File: src/rtl/mem_port_arb_if.sv
// mem_port_arb_if: bundles the fetch port, the data port and the memory macro
// port of the unified-memory arbiter.
//   master : the arbiter side (drives acks, read data and the mem_* bus)
//   slave  : the pipeline/memory side (drives requests and memory returns)
interface mem_port_arb_if #(
    parameter int unsigned AW = 16,
    parameter int unsigned DW = 16
);
    // Instruction-fetch port (read-only)
    logic          if_req;
    logic [AW-1:0] if_addr;
    logic [DW-1:0] if_rdata;
    logic          if_ack;

    // Data-memory port (load/store)
    logic          dm_req;
    logic          dm_we;
    logic [AW-1:0] dm_addr;
    logic [DW-1:0] dm_wdata;
    logic [DW-1:0] dm_rdata;
    logic          dm_ack;

    // Single-port memory macro
    logic          mem_req;
    logic          mem_we;
    logic [AW-1:0] mem_addr;
    logic [DW-1:0] mem_wdata;
    logic [DW-1:0] mem_rdata;
    logic          mem_ready;

    modport master (
        input  if_req, if_addr,
        output if_rdata, if_ack,
        input  dm_req, dm_we, dm_addr, dm_wdata,
        output dm_rdata, dm_ack,
        output mem_req, mem_we, mem_addr, mem_wdata,
        input  mem_rdata, mem_ready
    );

    modport slave (
        output if_req, if_addr,
        input  if_rdata, if_ack,
        output dm_req, dm_we, dm_addr, dm_wdata,
        input  dm_rdata, dm_ack,
        input  mem_req, mem_we, mem_addr, mem_wdata,
        output mem_rdata, mem_ready
    );
endinterface

File: src/rtl/mem_port_arb.sv
// mem_port_arb: shares one single-port memory between instruction fetch and
// the data stage. The winning request is registered onto the memory port,
// held through any number of wait states, and completed with a one-cycle
// registered ack. Data wins ties.
//
// Optional feature (macro ARB_STARVE_GUARD_EN): a saturating counter of
// consecutive data wins taken while fetch was waiting; once it reaches
// STARVE_MAX the next contested grant goes to fetch.
module mem_port_arb #(
    parameter int unsigned AW         = 16,
    parameter int unsigned DW         = 16,
    parameter int unsigned STARVE_MAX = 4
) (
    input  logic               clk,
    input  logic               rst_n,
    mem_port_arb_if.master     bus
);

    typedef enum logic [1:0] {
        IDLE    = 2'd0,
        BUSY_IF = 2'd1,
        BUSY_DM = 2'd2,
        ACK     = 2'd3
    } state_e;

    state_e        state_q,     state_d;
    logic          mem_req_q,   mem_req_d;
    logic          mem_we_q,    mem_we_d;
    logic [AW-1:0] mem_addr_q,  mem_addr_d;
    logic [DW-1:0] mem_wdata_q, mem_wdata_d;
    logic [DW-1:0] if_rdata_q,  if_rdata_d;
    logic [DW-1:0] dm_rdata_q,  dm_rdata_d;
    logic          if_ack_q,    if_ack_d;
    logic          dm_ack_q,    dm_ack_d;

    logic          force_if_s;
    logic          grant_dm_s;
    logic          grant_if_s;

    // A zero limit would hand every contested grant to fetch; leave this
    // block empty so such a build stands out in the elaborated hierarchy.
    if (STARVE_MAX < 1) begin : g_starve_max_invalid
    end

`ifdef ARB_STARVE_GUARD_EN
    localparam int unsigned CW = $clog2(STARVE_MAX + 1);
    localparam logic [CW-1:0] STARVE_LIMIT = CW'(STARVE_MAX);

    logic [CW-1:0] starve_q, starve_d;

    // Fetch overrides data priority once data has won STARVE_MAX times in a row.
    always_comb begin
        force_if_s = bus.if_req && bus.dm_req && (starve_q == STARVE_LIMIT);
    end

    // Starve counter: counts data grants made while fetch waits, saturating;
    // cleared by a fetch grant or by fetch not requesting in IDLE.
    always_comb begin
        starve_d = starve_q;
        if (state_q == IDLE) begin
            if (grant_if_s || !bus.if_req) begin
                starve_d = {CW{1'b0}};
            end else if (grant_dm_s && (starve_q != STARVE_LIMIT)) begin
                starve_d = starve_q + CW'(1);
            end else begin
                starve_d = starve_q;
            end
        end else begin
            starve_d = starve_q;
        end
    end

    // Starve counter register.
    always_ff @(posedge clk or negedge rst_n) begin
        if (!rst_n) begin
            starve_q <= {CW{1'b0}};
        end else begin
            starve_q <= starve_d;
        end
    end
`else
    // Strict data priority: fetch never overrides.
    always_comb begin
        force_if_s = 1'b0;
    end
`endif

    // Grant decision for the current IDLE cycle.
    always_comb begin
        grant_dm_s = bus.dm_req && !force_if_s;
        grant_if_s = bus.if_req && !grant_dm_s;
    end

    // Next-state and next-output logic of the arbitration FSM.
    always_comb begin
        state_d     = state_q;
        mem_req_d   = mem_req_q;
        mem_we_d    = mem_we_q;
        mem_addr_d  = mem_addr_q;
        mem_wdata_d = mem_wdata_q;
        if_rdata_d  = if_rdata_q;
        dm_rdata_d  = dm_rdata_q;
        if_ack_d    = 1'b0;
        dm_ack_d    = 1'b0;

        case (state_q)
            IDLE: begin
                if (grant_dm_s) begin
                    state_d     = BUSY_DM;
                    mem_req_d   = 1'b1;
                    mem_we_d    = bus.dm_we;
                    mem_addr_d  = bus.dm_addr;
                    mem_wdata_d = bus.dm_wdata;
                end else if (grant_if_s) begin
                    state_d     = BUSY_IF;
                    mem_req_d   = 1'b1;
                    mem_we_d    = 1'b0;
                    mem_addr_d  = bus.if_addr;
                    mem_wdata_d = {DW{1'b0}};
                end else begin
                    state_d = IDLE;
                end
            end
            BUSY_IF: begin
                if (bus.mem_ready) begin
                    state_d    = ACK;
                    mem_req_d  = 1'b0;
                    mem_we_d   = 1'b0;
                    if_rdata_d = bus.mem_rdata;
                    if_ack_d   = 1'b1;
                end else begin
                    state_d = BUSY_IF;
                end
            end
            BUSY_DM: begin
                if (bus.mem_ready) begin
                    state_d   = ACK;
                    mem_req_d = 1'b0;
                    mem_we_d  = 1'b0;
                    dm_ack_d  = 1'b1;
                    // Stores complete without touching the load-data register.
                    if (!mem_we_q) begin
                        dm_rdata_d = bus.mem_rdata;
                    end else begin
                        dm_rdata_d = dm_rdata_q;
                    end
                end else begin
                    state_d = BUSY_DM;
                end
            end
            ACK: begin
                state_d = IDLE;
            end
            default: begin
                state_d   = IDLE;
                mem_req_d = 1'b0;
                mem_we_d  = 1'b0;
            end
        endcase
    end

    // State and output registers; reset aborts any access in flight.
    always_ff @(posedge clk or negedge rst_n) begin
        if (!rst_n) begin
            state_q     <= IDLE;
            mem_req_q   <= 1'b0;
            mem_we_q    <= 1'b0;
            mem_addr_q  <= {AW{1'b0}};
            mem_wdata_q <= {DW{1'b0}};
            if_rdata_q  <= {DW{1'b0}};
            dm_rdata_q  <= {DW{1'b0}};
            if_ack_q    <= 1'b0;
            dm_ack_q    <= 1'b0;
        end else begin
            state_q     <= state_d;
            mem_req_q   <= mem_req_d;
            mem_we_q    <= mem_we_d;
            mem_addr_q  <= mem_addr_d;
            mem_wdata_q <= mem_wdata_d;
            if_rdata_q  <= if_rdata_d;
            dm_rdata_q  <= dm_rdata_d;
            if_ack_q    <= if_ack_d;
            dm_ack_q    <= dm_ack_d;
        end
    end

    assign bus.mem_req   = mem_req_q;
    assign bus.mem_we    = mem_we_q;
    assign bus.mem_addr  = mem_addr_q;
    assign bus.mem_wdata = mem_wdata_q;
    assign bus.if_rdata  = if_rdata_q;
    assign bus.dm_rdata  = dm_rdata_q;
    assign bus.if_ack    = if_ack_q;
    assign bus.dm_ack    = dm_ack_q;

endmodule

File: src/flat_wrapper.sv
// flat-port wrapper written by rule: the top's interface ports become plain ports
module mem_port_arb_flat 
#(
    parameter int unsigned AW         = 16,
    parameter int unsigned DW         = 16,
    parameter int unsigned STARVE_MAX = 4
)
  (clk, rst_n, bus_if_req, bus_if_addr, bus_if_rdata, bus_if_ack, bus_dm_req, bus_dm_we, bus_dm_addr, bus_dm_wdata, bus_dm_rdata, bus_dm_ack, bus_mem_req, bus_mem_we, bus_mem_addr, bus_mem_wdata, bus_mem_rdata, bus_mem_ready);
  mem_port_arb_if #(.AW(AW), .DW(DW)) bus_i ();
  input  logic clk;
  input  logic rst_n;
  input wire logic [$bits(bus_i.if_req)-1:0] bus_if_req;
  input wire logic [$bits(bus_i.if_addr)-1:0] bus_if_addr;
  output wire logic [$bits(bus_i.if_rdata)-1:0] bus_if_rdata;
  output wire logic [$bits(bus_i.if_ack)-1:0] bus_if_ack;
  input wire logic [$bits(bus_i.dm_req)-1:0] bus_dm_req;
  input wire logic [$bits(bus_i.dm_we)-1:0] bus_dm_we;
  input wire logic [$bits(bus_i.dm_addr)-1:0] bus_dm_addr;
  input wire logic [$bits(bus_i.dm_wdata)-1:0] bus_dm_wdata;
  output wire logic [$bits(bus_i.dm_rdata)-1:0] bus_dm_rdata;
  output wire logic [$bits(bus_i.dm_ack)-1:0] bus_dm_ack;
  output wire logic [$bits(bus_i.mem_req)-1:0] bus_mem_req;
  output wire logic [$bits(bus_i.mem_we)-1:0] bus_mem_we;
  output wire logic [$bits(bus_i.mem_addr)-1:0] bus_mem_addr;
  output wire logic [$bits(bus_i.mem_wdata)-1:0] bus_mem_wdata;
  input wire logic [$bits(bus_i.mem_rdata)-1:0] bus_mem_rdata;
  input wire logic [$bits(bus_i.mem_ready)-1:0] bus_mem_ready;
  assign bus_i.if_req = bus_if_req;
  assign bus_i.if_addr = bus_if_addr;
  assign bus_if_rdata = bus_i.if_rdata;
  assign bus_if_ack = bus_i.if_ack;
  assign bus_i.dm_req = bus_dm_req;
  assign bus_i.dm_we = bus_dm_we;
  assign bus_i.dm_addr = bus_dm_addr;
  assign bus_i.dm_wdata = bus_dm_wdata;
  assign bus_dm_rdata = bus_i.dm_rdata;
  assign bus_dm_ack = bus_i.dm_ack;
  assign bus_mem_req = bus_i.mem_req;
  assign bus_mem_we = bus_i.mem_we;
  assign bus_mem_addr = bus_i.mem_addr;
  assign bus_mem_wdata = bus_i.mem_wdata;
  assign bus_i.mem_rdata = bus_mem_rdata;
  assign bus_i.mem_ready = bus_mem_ready;
  mem_port_arb #(.AW(AW), .DW(DW), .STARVE_MAX(STARVE_MAX)) u_core (.clk(clk), .rst_n(rst_n), .bus(bus_i));
endmodule
File: config.mk
export PLATFORM = sky130hd
export DESIGN_NAME = mem_port_arb_flat
export DESIGN_NICKNAME = d
export VERILOG_FILES = /design/src/rtl/mem_port_arb_if.sv /design/src/rtl/mem_port_arb.sv /design/src/flat_wrapper.sv
export SDC_FILE = /design/constraint.sdc
export NUM_CORES = 1
export LEC_CHECK = 0
export BUFFER_PORTS_ARGS = -buffer_cell sky130_fd_sc_hd__buf_2
export CORE_MARGIN = 5
export CORE_UTILIZATION = 25
export CTS_BUF_LIST = sky130_fd_sc_hd__clkbuf_8
export CTS_CLUSTER_SIZE = 8
export DETAILED_ROUTE_END_ITERATION = 16
export PLACE_DENSITY_LB_ADDON = 0.12
export RECOVER_POWER = 100
export REMOVE_ABC_BUFFERS = 1
export SLEW_MARGIN = 20
export SYNTH_ARGS = -nofsm -noshare
export SYNTH_HDL_FRONTEND = slang
export SYNTH_SLANG_ARGS = --single-unit
export TNS_END_PERCENT = 10
File: constraint.sdc
create_clock -name clk -period 4.1 [get_ports clk]
set_input_delay 0.41 -clock clk [delete_from_list [all_inputs] [get_ports clk]]
set_output_delay 0.41 -clock clk [all_outputs]
set_load 0.01 [all_outputs]
==> results of run 1 <==
## placed cells by master, fill, tap and decap left out
| cell | count |
|---|---|
| dfrtp_1 | 70 |
| clkbuf_1 | 69 |
| buf_2 | 68 |
| mux2_2 | 23 |
| nand2_1 | 17 |
| mux2i_1 | 17 |
| o21ai_0 | 16 |
| a22o_1 | 16 |
| clkbuf_8 | 11 |
| mux2_1 | 9 |
| inv_1 | 5 |
| ha_1 | 4 |
| and2_0 | 2 |
| nor2_1 | 2 |
| clkinv_2 | 2 |
| nand3b_1 | 1 |
| a21oi_1 | 1 |
| o21bai_1 | 1 |
| o21ai_4 | 1 |
| o21ai_1 | 1 |
| nand2b_1 | 1 |
| mux2_4 | 1 |
| a221oi_1 | 1 |
| and3b_1 | 1 |
| inv_6 | 1 |
| clkinvlp_4 | 1 |
| bufinv_16 | 1 |
| clkbuf_2 | 1 |
## power breakdown
part	internal, mW	switching [mW]
sequential	1.03	0.183
clock	0.314	0.260
combinational	0.445	0.581
total	1.79	1.02
## worst max-delay path by stage
stage | end | slack [ps] | depth (start not counted)
3_5_place_dp | u_core.bus.dm_rdata[3]$_DFFE_PN0P_ | 1940 | 5
5_1_grt | u_core.bus.mem_addr[5]$_DFFE_PN0P_ | 1620 | 5
4_1_cts | u_core.bus.dm_rdata[3]$_DFFE_PN0P_ | 1940 | 5
3_3_place_gp | u_core.bus.dm_rdata[4]$_DFFE_PN0P_ | 2020 | 5
6_report | u_core.bus.mem_addr[7]$_DFFE_PN0P_ | 1950 | 5
2_1_floorplan | u_core.bus.mem_addr[10]$_DFFE_PN0P_ | 1780 | 2
## worst register-to-register path: cells and delay by family (launching register included)
family | cells | cell delay, ps
adder cells (fa/ha/maj) | 1 | 280
AO/OA/AOI/OAI | 2 | 480
buffers and inverters | 2 | 870
flip-flops | 1 | 380
## stage by stage
| step | hold WS [ps] | utilization | power [mW] |
|---|---|---|---|
| 3_3_place_gp | 459 | 0.323 | 2.43 |
| 6_report | 288 | 0.329 | 2.82 |
| 5_1_grt | 257 | 0.329 | 3.07 |
| 2_1_floorplan | 114 | - | 1.90 |
| 3_5_place_dp | 466 | 0.323 | 2.45 |
| 4_1_cts | 218 | 0.341 | 3.04 |
## per-layer routing
| layer | vias up | part of all wire |
|---|---|---|
| met3 | 8 | 0.11 |
| met5 | - | 0 |
| met1 | 970 | 0.46 |
| li1 | 985 | - |
| met4 | 0 | 0.012 |
| met2 | 104 | 0.41 |
## synthesized netlist by cell type, drive strengths merged
cell type and number:
o21bai 1, mux2 33, and3b 1, ha 4
dfrtp 70, nand2b 1, and2 2, clkbuf 2
nand3b 1, nor2 2, a22o 16, nand2 17
inv 5, a21oi 1, a221oi 1, o21ai 18
mux2i 17, buf 10
## registers in the layout, summed over array words and instances (netlist names)
| register | cells |
|---|---|
| u_core.bus.if_rdata | 16 |
| u_core.bus.mem_we | 1 |
| u_core.bus.mem_wdata | 16 |
| u_core.bus.dm_ack | 1 |
| u_core.state_q | 2 |
| u_core.bus.if_ack | 1 |
| u_core.bus.mem_addr | 16 |
| u_core.bus.dm_rdata | 16 |
| u_core.bus.mem_req | 1 |
## cell type report
| cell class | instances | area [µm²] |
|---|---|---|
| clock inverters | 5 | 56.3 |
| flip-flops and latches | 70 | 1750 |
| repair buffers | 138 | 604 |
| multi-input cells | 115 | 965 |
| clock buffers | 11 | 151 |
| fillers | 1216 | 7590 |
| well taps | 143 | 179 |
| inverters | 5 | 18.8 |
## cells by family after synthesis
| group | Yosys count | share of synthesized area |
|---|---|---|
| DFF | 70 | 0.614 |
| muxes | 50 | 0.203 |
| AOI/OAI and AO/OA | 37 | 0.0943 |
| and+or+nand+nor | 24 | 0.0382 |
| buffers and inverters | 17 | 0.0329 |
| adders and majority gates | 4 | 0.0175 |
==> impl_results.md, run 1 <==
- I/O pin cnt: 138
- Met1 usage: 0.143
- Layout area overhead: 30.6%
- Peak VDD IR: 0.220 mV
- CP max-delay cell: clkbuf_1
- Clk_skew: 8.71 ps
- Peak Freq: 466 MHz
- Placed cells: 470
- Crit path DAT: 2330 ps
- Vias in the first global route: 2131
- Distinct cells, synth: 23
- Hold EP: u_core.bus.mem_wdata[3]$_DFFE_PN0P_
- Placed Area: 3660 µm²
- HP Class: input pin to flip-flop
- Routed vias/inst: 4.24
- GRT met3 Usage: 0.0488
- Die Height: 117 µm
- Dpl ws: 1940 ps
- Synth area leaders: dfrtp_1, mux2_2, mux2i_1, mux2_4, a22o_1
- CP startpoint: u_core.state_q[0]$_DFF_PN0_
- GRT Max-Usage Layer: met2
- DIE AREA: 13600 µm²
- Buf/Inv on CP: 2
- Grt ovf: 0
- Max H-tree Level: 3
- Gates resized, CTS repair: 0
- Power per cell area: 756 nW/µm²
- Worst-margin pin slew: 1770 ps
- Max_slew headroom: -0.181
- Kind of critical path: flip-flop to flip-flop
- Die X: 117 µm
- Detailed Place HPWL: 4.87 mm
- Area leader, netlist: dfrtp_1
- R2R cell count: 5
- Worst path cell trace: inv_1 > ha_1 > o21ai_4 > clkbuf_1 > o21ai_0
- Seq/Total Area, Yosys: 0.614
- Worst R2R Setup Slack: 1950 ps
- Worst-path fanout max: 29
- Post-cts hold buffer count: 0
- Total setup buffers inserted after CTS: 0
- Nets: 413
- Max-cap viol count: 1
- Layout cells sized above 1: 0.320
- Final setup fails: 0
- CTS Sinks: 70
- R2R Path Start: u_core.state_q[0]$_DFF_PN0_
- Area fraction of the dominant cell type after synthesis: 0.614
- GR Layer Usage met2: 0.145
- Ant. Diodes: 0
- Clock Latency Late Sink: 340 ps
- Vias: 2067
- Outcome: finished, violations left
- Fin Setup TNS: 0 ps
- TritonCTS clock tree: yes
- Reg2reg end: u_core.bus.mem_addr[7]$_DFFE_PN0P_
- Largest net degree at the start of global routing: 71
- Syn avg cell area: 14.1 µm²
- Cell count after synthesis: 202
- Startpoint Class: flip-flop
- Clk slew on worst S/H paths: 80 ps
- Fin worst setup slack: 1950 ps
- Hold path cells: 2
- FP Rows: 39
- Final WL: 6.86 mm
- Initial Utilization: 0.252
- Final Wtd Congestion: 0.662
- Max Slew Vio Count: 71
- DR iter-0 viols: 57
- Core area: 11300 µm²
- Total GRT Usage: 0.105
- Synthesized cell area: 2850 µm²
- 1st-pass router iterations: 4
- Required @ worst endpoint: 4280 ps
- RSZ-0062 raised after global routing: false
- Failing checks: capacitance limit, slew limit
- Kind of end point of the critical path: flip-flop
- DR WL/cell: 14.1 µm
- Number of I/O port buffers: 137
- Cts bufs inserted: 9
- Post-route ant nets: 0
- Seq cells post-synth: 70
- Non-filler cells, final: 487
- Yosys warnings: 0
- Largest stage delay, worst path: 790 ps
- Initial antenna violation count: 0
- Drt drc: 0
- Clock Tree Buf Depth: 2
- Fin. Hold Viols: 0
- Pleak: 1.78 nW
- Top delay family on crit path: buffers and inverters
- Final Instance Area: 3730 µm²
- Clk root buf: clkbuf_8
- Hold Startpoint: bus_dm_wdata[3]
- First-pass GRT wire length: 10.9 mm
- Fin crit share: 0.524
- Final Critical Period: 2150 ps
(Power assumes the default switching activity.)
==> run 2: changes to the inputs <==
==> constraint.sdc (replaced) <==
create_clock -name clk -period 2.19 [get_ports clk]
set_input_delay 0.219 -clock clk [delete_from_list [all_inputs] [get_ports clk]]
set_output_delay 0.219 -clock clk [all_outputs]
set_load 0.01 [all_outputs]
==> impl_results.md, run 2 (synthesis results as in run 1) <==
- Outcome: finished clean
- Final setup fails: 0 (unchanged)
- Worst hold slack: 101 ps (-187 ps)
- I/O pin cnt: 138 (unchanged)
- Peak VDD IR: 0.462 mV (+110%)
- DIE AREA: 13600 µm² (unchanged)
- Worst-margin pin slew: 1120 ps (-655 ps)
- Fin. Hold Viols: 0 (unchanged)
- Most frequent cells in the layout: dfrtp_1, buf_2, clkbuf_1
- Required @ worst endpoint: 2400 ps (-1880 ps)
- Max Slew Vio Count: 0 (-100%)
- Number of I/O port buffers: 137 (unchanged)
- Initial antenna violation count: 0 (unchanged)
- Clock Latency Late Sink: 340 ps (about the same)
- 1st-pass router iterations: 4 (unchanged)
- Total GRT Usage: 0.107 (+0.00236)
- Layout cells sized above 1: 0.327 (+0.00688)
- Nets: 419 (+1.5%)
- Fin Setup TNS: 0 ps (unchanged)
- Max_slew headroom: 0.256 (+0.437)
- RSZ-0062 raised after global routing: false
- Commonest non-fill, non-tap cell in the layout: dfrtp_1
- Final WL: 7.01 mm (+2.2%)
- Clk slew on worst S/H paths: 70 ps (about the same)
- Placed cells: 476 (+1.3%)
- HP Class: input pin to flip-flop
- Drt drc: 0 (unchanged)
- Clock Tree Buf Depth: 2 (unchanged)
- Largest net degree at the start of global routing: 49 (-31%)
- Die X: 117 µm (unchanged)
- Grt ovf: 0 (unchanged)
- Layout area overhead: 32.2%
- Core area: 11300 µm² (unchanged)
- Routed vias/inst: 4.20 (-1.2%)
- Cts bufs inserted: 9 (unchanged)
- Clk root buf: clkbuf_8
- Final Wtd Congestion: 0.670 (+1.3%)
- Kind of critical path: flip-flop to flip-flop
- Worst R2R Setup Slack: 490 ps (-1460 ps)
- Vias in the first global route: 2208 (+3.6%)
- Crit path DAT: 1910 ps (-420 ps)
- Post-route ant nets: 0 (unchanged)
- Clk_skew: 10.0 ps (+1.30 ps)
- Non-filler cells, final: 492 (+1.0%)
- Kind of end point of the critical path: flip-flop
- Ant. Diodes: 0 (unchanged)
- TritonCTS clock tree: yes
- Peak Freq: 590 MHz (+27%)
- Worst-path fanout max: 3 (-90%)
- DR WL/cell: 14.3 µm (+1.2%)
- Final Critical Period: 1700 ps (-452 ps)
- DR iter-0 viols: 54 (-5.3%)
- Initial Utilization: 0.252 (unchanged)
- Fin crit share: 0.774 (+0.250)
- Power per cell area: 1390 nW/µm² (+84%)
- Max H-tree Level: 3 (unchanged)
- CTS Sinks: 70 (unchanged)
- Max-cap viol count: 0 (-1)
- Detailed Place HPWL: 5.14 mm (+5.6%)
- Die Height: 117 µm (unchanged)
- Pleak: 1.81 nW (+1.7%)
- Vias: 2064 (-0.15%)
- Fillers: 1214 (-0.16%)
- Startpoint Class: flip-flop
- First-pass GRT wire length: 11.2 mm (+2.9%)
- Total power: 5.24 mW (+86%)
- FP Rows: 39 (unchanged)
## run 2: final timing paths
kind	start	endpoint	depth (start not counted)
hold / removal	bus_dm_wdata[10]	u_core.bus.mem_wdata[10]$_DFFE_PN0P_	2
hold reg to reg	u_core.bus.mem_addr[11]$_DFFE_PN0P_	u_core.bus.mem_addr[11]$_DFFE_PN0P_	2
min in group asynchronous	rst_n	u_core.bus.dm_rdata[6]$_DFFE_PN0P_	2
max in group asynchronous	rst_n	u_core.bus.if_rdata[14]$_DFFE_PN0P_	3
setup reg to reg	u_core.state_q[0]$_DFF_PN0_	u_core.bus.mem_we$_DFFE_PN0P_	4
setup / recovery	u_core.state_q[0]$_DFF_PN0_	u_core.bus.mem_we$_DFFE_PN0P_	4
## run 2: through the flow
step / util / setup WS (ps) / cell area (µm²)
detailed placement: 0.328 / 553 / 3710
finish: 0.333 / 494 / 3770
floorplan: - / 37.5 / 2780
CTS: 0.346 / 553 / 3910
global placement: 0.328 / 584 / 3710
global route: 0.333 / 407 / 3770
## run 2: power by group
| part | switching (mW) | internal, mW |
|---|---|---|
| combinational | 1.10 | 0.862 |
| sequential | 0.341 | 1.93 |
| clock | 0.467 | 0.543 |
| total | 1.91 | 3.34 |
## run 2: worst max-delay path: stages, from the launching register on
cell,delay [ps]
dfrtp_1,380
inv_1,70
ha_1,320
a221oi_1,440
mux2_2,380
## run 2: timing repair
item                                    4_1_cts  5_1_grt
endpoints found under the hold margin        42        0
buffers inserted                              0        0
endpoints found under the setup margin        0        0
hold buffers                                  1        0
gates resized for setup                       0        0
## run 2: cell type report
type	instances	area [µm²]	area share
clock buffers	10	138	0.0365
well taps	143	179	0.0474
inverters	5	18.8	0.00498
clock inverters	5	51.3	0.0136
repair buffers	144	668	0.177
multi-input cells	115	965	0.256
flip-flops and latches	70	1750	0.464
## run 2: per-layer routing
metal | share of wire | track usage | wire (µm) | up-vias
li1 | - | - | - | 994
met1 | 0.48 | 0.151 | 3360 | 956
met2 | 0.39 | 0.145 | 2760 | 106
met3 | 0.12 | 0.0447 | 814 | 8
met4 | 0.012 | 0.0413 | 83 | 0
met5 | 0 | 0 | 0 | -
==> run 3: changes to the inputs <==
==> constraint.sdc (replaced) <==
create_clock -name clk -period 1.6 [get_ports clk]
set_input_delay 0.16 -clock clk [delete_from_list [all_inputs] [get_ports clk]]
set_output_delay 0.16 -clock clk [all_outputs]
set_load 0.01 [all_outputs]
==> impl_results.md, run 3 (synthesis results as in run 1) <==
- Outcome: finished clean
- Pleak: 1.92 nW (+6.2%)
- Psw: 2.72 mW (+43%)
- Drt drc: 0 (unchanged)
- Max_slew headroom: 0.520 (+0.264)
- Sw frac: 0.348 (-0.0154)
- Final Wtd Congestion: 0.676 (+0.91%)
- Clock power frac: 0.218 (+0.025)
- Die X: 117 µm (unchanged)
- Total GRT Usage: 0.109 (+0.00193)
- First-pass GRT wire length: 11.4 mm (+1.3%)
- Cts bufs inserted: 9 (unchanged)
- Clock Latency Late Sink: 340 ps (about the same)
- Initial antenna violation count: 1 (+1)
- Clk_skew: 9.36 ps (-0.653 ps)
- Commonest non-fill, non-tap cell in the layout: dfrtp_1
- Final Critical Period: 1560 ps (-140 ps)
- Core area: 11300 µm² (unchanged)
- Fin. Hold Viols: 0 (unchanged)
- DR WL/cell: 14.5 µm (+1.4%)
- Highest metal used: met5
- Layout area overhead: 38.7%
- DIE AREA: 13600 µm² (unchanged)
- Largest net degree at the start of global routing: 44 (-10%)
- Int Power: 5.11 mW (+53%)
- Ant. Diodes: 0 (unchanged)
- FP Rows: 39 (unchanged)
- HP Class: input pin to flip-flop
- Die Height: 117 µm (unchanged)
- Sequential share of power: 0.394 (-0.040)
- Max Slew Vio Count: 0 (unchanged)
- Routed wl met3: 863 µm (+6.0%)
- Kind of critical path: flip-flop to flip-flop
- Max-cap viol count: 0 (unchanged)
- Worst-margin pin slew: 719 ps (-397 ps)
- RSZ-0062 raised after global routing: true
- Total power: 7.83 mW (+49%)
- Startpoint Class: flip-flop
- Worst-path fanout max: 3 (unchanged)
- Most frequent cells in the layout: dfrtp_1, buf_2, clkbuf_1
- Crit path DAT: 1780 ps (-130 ps)
- Clk root buf: clkbuf_8
- Peak Freq: 643 MHz (+9.0%)
- Post-route ant nets: 0 (unchanged)
- Clk slew on worst S/H paths: 80 ps (about the same)
- Max H-tree Level: 3 (unchanged)
- Vias: 2075 (+0.53%)
- I/O pin cnt: 138 (unchanged)
- Number of I/O port buffers: 137 (unchanged)
- Final setup fails: 0 (unchanged)
- TritonCTS clock tree: yes
- Met2 wire length: 2.92 mm (+5.7%)
- Peak VDD IR: 0.639 mV (+38%)
- Worst hold slack: 37.2 ps (-63.7 ps)
- Logic pwr share: 0.387 (+0.013)
- DR iter-0 viols: 69 (+28%)
- Final WL: 7.18 mm (+2.4%)
- Fin crit share: 0.972 (+0.198)
- Routed vias/inst: 4.18 (-0.48%)
- Nets: 423 (+0.95%)
- Finished Core Util: 0.349 (+0.0164)
- 1st-pass router iterations: 4 (unchanged)
- Clock Tree Buf Depth: 2 (unchanged)
- Required @ worst endpoint: 1820 ps (-580 ps)
- Layout cells sized above 1: 0.376 (+0.0491)
- Detailed Place HPWL: 5.23 mm (+1.7%)
- Power per cell area: 1980 nW/µm² (+42%)
- Initial Utilization: 0.252 (unchanged)
- Grt ovf: 0 (unchanged)
- Kind of end point of the critical path: flip-flop
- Vias in the first global route: 2254 (+2.1%)
- Met1 wire length: 3.28 mm (-2.1%)
- CTS Sinks: 70 (unchanged)
-- run 3: cell types whose count changed in the layout (fill, tap and decap cells not counted), sizes merged --
cell    before  now
clkinv       2    0
clkbuf      79   80
buf         74   79
bufinv       1    2
-- run 3: path summary, 6_finish.rpt --
check,start,endpoint,slack [ps],depth (start not counted)
max,u_core.state_q[1]$_DFF_PN0_,u_core.bus.mem_we$_DFFE_PN0P_,40,4
min,bus_dm_wdata[14],u_core.bus.mem_wdata[14]$_DFFE_PN0P_,40,2
max reg2reg,u_core.state_q[1]$_DFF_PN0_,u_core.bus.mem_we$_DFFE_PN0P_,40,4
min reg2reg,u_core.bus.mem_addr[15]$_DFFE_PN0P_,u_core.bus.mem_addr[15]$_DFFE_PN0P_,480,2
max in group asynchronous,rst_n,u_core.bus.mem_wdata[11]$_DFFE_PN0P_,340,3
min in group asynchronous,rst_n,u_core.bus.if_rdata[6]$_DFFE_PN0P_,410,2
-- run 3: metrics by stage --
step                cells  worst slack [ps]  area [µm²]  setup TNS [ps]
floorplan             190              -553        2780          -18390
global placement      480              1.18        3790               0
detailed placement    480             -2.30        3790           -5.45
CTS                   497              13.3        4050               0
global route          497             -32.6        3960            -167
finish                497              44.3        3960               0
-- run 3: layout make-up --
class | instances | area [µm²]
Clock buffer | 12 | 165
Clock inverter | 4 | 76.3
Fill cell | 1162 | 7360
Inverter | 5 | 18.8
Multi-Input combinational cell | 115 | 1020
Sequential cell | 70 | 1750
Tap cell | 143 | 179
Timing Repair Buffer | 148 | 741
-- run 3: repair_timing --
action                                 4_1_cts  5_1_grt
hold buffers                                 1        0
setup endpoints to repair                   16        3
gates resized for setup                      1        1
cloned                                       0        0
endpoints found under the hold margin       27        0
pin swaps                                    0        1
setup buffers                                0        0
-- run 3: critical path: stages, from the launching register on --
cell and delay, ps:
dfrtp_1 370, inv_1 70, ha_1 330, a221oi_4 320, mux2_2 360
-- run 3: power by group through the flow --
stage / logic, mW / registers [mW] / clock network [mW]
after floorplan: 1.37 / 3.51 / 0
after global placement: 3.30 / 3.12 / 0
after detailed placement: 3.34 / 3.09 / 0
after CTS: 3.34 / 3.08 / 1.79
after global routing: 3.41 / 3.21 / 1.87
final: 3.03 / 3.09 / 1.71
-- run 3: per-layer routing --
metal	up-vias	track usage
li1	1004	-
met4	2	0.0367
met2	102	0.160
met3	12	0.0499
met1	955	0.143
met5	-	0
